**src/rtl/target_generator.sv**
```systemverilog
// Food target generator: places a pseudo-random legal target from two LFSRs
// and stretches the eat strobe to exactly one score-strobe period.
//
// state | meaning
// PLACE | testing the LFSR pair each cycle until it is legal and off the head
// ARMED | target shown, waiting for the head to land on it
// HOLD  | eat strobe high, counting out ATE_HOLD cycles
module target_generator #(
  parameter int         X_MAX    = 159,
  parameter int         Y_MAX    = 119,
  parameter int         ATE_HOLD = 100000,
  parameter logic [7:0] X_SEED   = 8'h5A,
  parameter logic [6:0] Y_SEED   = 7'h2B
) (
  input  logic       CLK,
  input  logic       RESET,
  input  logic       ENABLE,
  input  logic [7:0] HEAD_X,
  input  logic [6:0] HEAD_Y,
  input  logic       HEAD_VALID,
  output logic [7:0] TARGET_X,
  output logic [6:0] TARGET_Y,
  output logic       TARGET_VALID,
  output logic       TARGET_ATE
);

  localparam logic [7:0]  X_LIM     = X_MAX[7:0];
  localparam logic [6:0]  Y_LIM     = Y_MAX[6:0];
  localparam logic [16:0] HOLD_LAST = 17'(ATE_HOLD - 1);

  typedef enum logic [1:0] {PLACE, ARMED, HOLD} state_t;

  state_t      state, state_nxt;
  logic [7:0]  x_lfsr;
  logic [6:0]  y_lfsr;
  logic [16:0] hold_cnt, hold_cnt_nxt;
  logic [7:0]  target_x_nxt;
  logic [6:0]  target_y_nxt;
  logic        target_valid_nxt, target_ate_nxt;
  logic        cand_legal, head_on_target;

  assign cand_legal = (x_lfsr <= X_LIM) && (y_lfsr <= Y_LIM) &&
                      !((x_lfsr == HEAD_X) && (y_lfsr == HEAD_Y));
  assign head_on_target = (HEAD_X == TARGET_X) && (HEAD_Y == TARGET_Y);

  always_ff @(posedge CLK) begin
    if (!RESET) begin
      state        <= PLACE;
      x_lfsr       <= X_SEED;
      y_lfsr       <= Y_SEED;
      hold_cnt     <= '0;
      TARGET_X     <= '0;
      TARGET_Y     <= '0;
      TARGET_VALID <= 1'b0;
      TARGET_ATE   <= 1'b0;
    end else begin
      // LFSRs free-run regardless of state so placement keeps exploring new pairs
      x_lfsr       <= {x_lfsr[6:0], x_lfsr[7] ^ x_lfsr[5] ^ x_lfsr[4] ^ x_lfsr[3]};
      y_lfsr       <= {y_lfsr[5:0], y_lfsr[6] ^ y_lfsr[5]};
      state        <= state_nxt;
      hold_cnt     <= hold_cnt_nxt;
      TARGET_X     <= target_x_nxt;
      TARGET_Y     <= target_y_nxt;
      TARGET_VALID <= target_valid_nxt;
      TARGET_ATE   <= target_ate_nxt;
    end
  end

  always_comb begin
    state_nxt        = state;
    hold_cnt_nxt     = hold_cnt;
    target_x_nxt     = TARGET_X;
    target_y_nxt     = TARGET_Y;
    target_valid_nxt = TARGET_VALID;
    target_ate_nxt   = TARGET_ATE;
    case (state)
      PLACE: begin
        if (cand_legal) begin
          target_x_nxt     = x_lfsr;
          target_y_nxt     = y_lfsr;
          target_valid_nxt = 1'b1;
          state_nxt        = ARMED;
        end
      end
      ARMED: begin
        if (ENABLE && HEAD_VALID && head_on_target) begin
          target_valid_nxt = 1'b0;
          target_ate_nxt   = 1'b1;
          hold_cnt_nxt     = '0;
          state_nxt        = HOLD;
        end
      end
      HOLD: begin
        if (hold_cnt == HOLD_LAST) begin
          target_ate_nxt = 1'b0;
          state_nxt      = PLACE;
        end else begin
          hold_cnt_nxt = hold_cnt + 17'd1;
        end
      end
      default: state_nxt = PLACE;
    endcase
  end

endmodule

```
**config.mk**
```make
export PLATFORM = sky130hd
export DESIGN_NAME = target_generator
export DESIGN_NICKNAME = d
export VERILOG_FILES = /design/src/rtl/target_generator.sv
export SDC_FILE = /design/constraint.sdc
export NUM_CORES = 1
export LEC_CHECK = 0
export BUFFER_PORTS_ARGS = -buffer_cell sky130_fd_sc_hd__buf_2
export CORE_ASPECT_RATIO = 0.7
export CORE_MARGIN = 2
export CORE_UTILIZATION = 40
export CTS_BUF_LIST = sky130_fd_sc_hd__clkbuf_16
export CTS_CLUSTER_SIZE = 30
export DETAILED_ROUTE_END_ITERATION = 8
export HOLD_SLACK_MARGIN = 0.08
export PLACE_DENSITY_LB_ADDON = 0.08
export SLEW_MARGIN = 20
export SYNTH_ARGS = -nofsm -noshare
export SYNTH_HDL_FRONTEND = slang
export SYNTH_SLANG_ARGS = --single-unit
```
**constraint.sdc**
```tcl
create_clock -name CLK -period 1.7 [get_ports CLK]
set_input_delay 0.255 -clock CLK [delete_from_list [all_inputs] [get_ports CLK]]
set_output_delay 0.255 -clock CLK [all_outputs]
set_load 0.02 [all_outputs]
```
==> run_results.csv <==
group,metric,value,unit
synth,synth_ff_type,"dfxtp_1",
clock_tree,insertion_delay,0.29,ns
drt,post_drt_via_cell_ratio,5.23,
worst_hold_path,whs_path_depth,3,
timing,drv_slew,0,
synth,ys_seq_elements,51,
global_route,groute.usage.overall,18.9,%
clock_tree,clk_pin_slew_worst_paths,0.07,ns
die,pin_count,36,
worst_hold_path,whs_endpoint,"state[1]$_SDFFE_PN0P_",
synth,yosys.area.top_type_share,41.3,%
drt,routed_wl,6550,µm
timing,finalSetupViolations,17,
synth,async_reset_ff_share,0,%
synth,synth_common_cells,"51 x dfxtp_1, 43 x nand2_1, 26 x xor2_1, 16 x mux2i_1",
outcome,outcome,"complete, but fails checks",
synth,synth_top_cell_by_area,"dfxtp_1",
timing,period_needed,1.75,ns
finish,nets,380,
placement,gp_congestion,0.902,
global_route,overflow,0,
worst_hold_path,min_path_type,"in2reg",
synth,yosysMostFrequentCell,"dfxtp_1",
drt,drtIter0Drc,111,
synth,syn_area_per_cell,9.09,µm²
global_route,antenna_found_initial,0,
outcome,violations,"setup timing",
synth,synth_warnings,0,
drt,vias,2275,
timing,slew_headroom,68.3,%
finish,diodes,0,
synth,yosysUniqueCellTypes,48,
critical_path,cp.required,1.88,ns
die,fp.dieArea,6840,µm²
global_route,grt_pass1_vias,2106,
timing,finalCritPeriodShare,103,%
synth,syn_area,2470,µm²
finish,layout-drive-gt1-share,35.3,%
critical_path,rrSetupSlack,-0.05,ns
die,die_x,98.0,µm
clock_tree,numCtsBuffers,5,
clock_tree,cts_buffer_depth,2,
timing,setup_ws,-0.0534,ns
drt,ant_nets,0,
clock_tree,cts_max_level,2,
critical_path,worst_setup_path_start_kind,"flop",
synth,synth_fp_nets,293,
critical_path,rr_startpoint,"y_lfsr[2]$_SDFF_PN0_",
placement,dp.cells,422,
clock_tree,tritoncts,"done",
finish,final.fill_count,512,
synth,postSynthCellCount,272,
power,ir_drop,0.647,mV
die,core,5840,µm²
synth,synth_area_leaders,"dfxtp_1 41%, xor2_1 9.2%, nand2_1 6.5%",
critical_path,cp_max_fo,4,
drt,drc,0,
synth,seq_area_frac_synth,41.3,%
drt,wl_per_cell,15.1,µm
timing,worst_pin_slew,0.473,ns
critical_path,endpoint_kind,"flop",
die,die_y,69.8,µm
critical_path,r2r_end,"state[0]$_SDFFE_PN0P_",
clock_tree,clock_sinks,51,
placement,hpwl,4590,µm
critical_path,critPathKind,"reg2reg",
timing,tns,-0.527,ns
power,leakagePower,1.45,nW
global_route,grt_pass1_wl,10300,µm
timing,rsz0062_at_grt,"true",
drt,drtPass1Iterations,5,
die,start_util,42.3,%
timing,skew,0.00689,ns
timing,max_freq,0.570,GHz
worst_hold_path,hold_path.startpoint,"RESET",
timing,hold_viol_final,0,
placement,place_ws,-0.132,ns
critical_path,arrival,1.94,ns
placement,portBuffers,35,
die,num_rows,23,
run,drv_cap,0,
clock_tree,cts_root_buf,"clkbuf_16",
finish,area_growth,38.1,%
global_route,grt_max_degree,41,
finish,instances_no_fill,435,
critical_path,r2r_cells,6,
synth,synth_edf_count,0,
power,powerDensity,832,nW/µm²
[report_power, final]
| part | internal (mW) | total (mW) | switching, mW |
|---|---|---|---|
| logic | 0.253 | 0.538 | 0.285 |
| clock network | 0.531 | 0.967 | 0.435 |
| registers | 1.27 | 1.34 | 0.0638 |
[kinds of logic (layout without fill, tap and decap cells)]
group / count (synthesis) / count (layout) / share of synthesized area [%]
compound gates: 51 / 51 / 14.1
xor+xnor: 35 / 35 / 12.7
fa+ha+maj: 2 / 2 / 1.01
buf+inv: 16 / 104 / 3.44
flops: 51 / 51 / 41.3
mux: 16 / 16 / 6.47
simple gates: 101 / 101 / 21.0
[repair_timing]
action / 4_1_cts / 5_1_grt
hold buffers: 0 / 0
setup endpoints to repair: 29 / 33
buffers inserted: 2 / 3
pin swaps: 5 / 20
gates resized for setup: 10 / 26
[cell type report]
type / instances / area (µm²) / share of cell area, %
inverters: 8 / 30.0 / 0.879
multi-input cells: 205 / 1520 / 44.3
flip-flops and latches: 51 / 1030 / 30.1
clock buffers: 5 / 125 / 3.66
repair buffers: 88 / 612 / 17.9
clock inverters: 3 / 11.3 / 0.330
well taps: 75 / 93.8 / 2.75
[metrics by stage]
stage          hold WS, ns  instance area [µm²]  utilization (%)  total power, mW
2_1_floorplan        0.396                 2480                -             1.66
3_3_place_gp         0.447                 3060             52.3             1.85
3_5_place_dp         0.451                 3060             52.3             1.86
4_1_cts              0.355                 3260             55.8             2.83
5_1_grt              0.404                 3420             58.5             2.97
6_report             0.359                 3420             58.5             2.84
[worst max-delay path by stage]
stage                                         from                        end  slack (ns)
after detailed placement  hold_cnt[0]$_SDFFE_PN0P_  hold_cnt[13]$_SDFFE_PN0P_       -0.13
after floorplan           TARGET_Y[2]$_SDFFE_PN0P_  hold_cnt[10]$_SDFFE_PN0P_        0.05
after global placement                   HEAD_X[5]   TARGET_X[2]$_SDFFE_PN0P_       -0.10
final                         y_lfsr[2]$_SDFF_PN0_      state[0]$_SDFFE_PN0P_       -0.05
after global routing          y_lfsr[2]$_SDFF_PN0_  TARGET_VALID$_SDFFE_PN0P_       -0.10
after CTS                 TARGET_X[3]$_SDFFE_PN0P_  TARGET_VALID$_SDFFE_PN0P_       0.008
[worst max-delay path, stage by stage (launching register included)]
cell	delay, ns
dfxtp_1	0.36
xor2_1	0.18
nor4_1	0.29
nand4_1	0.17
o2111a_2	0.35
buf_6	0.14
o21a_1	0.16
[state kept, by name, summed over array words and instances (netlist names)]
register and flops:
TARGET_ATE 1, TARGET_VALID 1, TARGET_X 8, TARGET_Y 7, hold_cnt 17, state 2
x_lfsr 8, y_lfsr 7
[routing by layer]
metal,share of wire [%],vias to the layer above,track usage [%]
met5,0,-,0
met4,0.73,0,4.48
met3,5.8,4,4.84
met2,41,69,24.8
met1,52,1066,30.2
li1,-,1136,-
[layout by cell type (no fill, tap or decap), types with 5 or more instances in the layout]
| cell type | instances |
|---|---|
| nand2_1 | 43 |
| a21oi_1 | 6 |
| buf_4 | 46 |
| buf_6 | 5 |
| xnor2_1 | 8 |
| nand2b_1 | 11 |
| a31oi_1 | 9 |
| mux2i_1 | 16 |
| inv_1 | 8 |
| clkbuf_16 | 5 |
| nor4_2 | 5 |
| dfxtp_1 | 46 |
| nand3_1 | 7 |
| buf_2 | 35 |
| nor4_1 | 5 |
| xor2_1 | 23 |
| nor2_1 | 9 |
No activity file was read; power rests on OpenSTA's default activity.
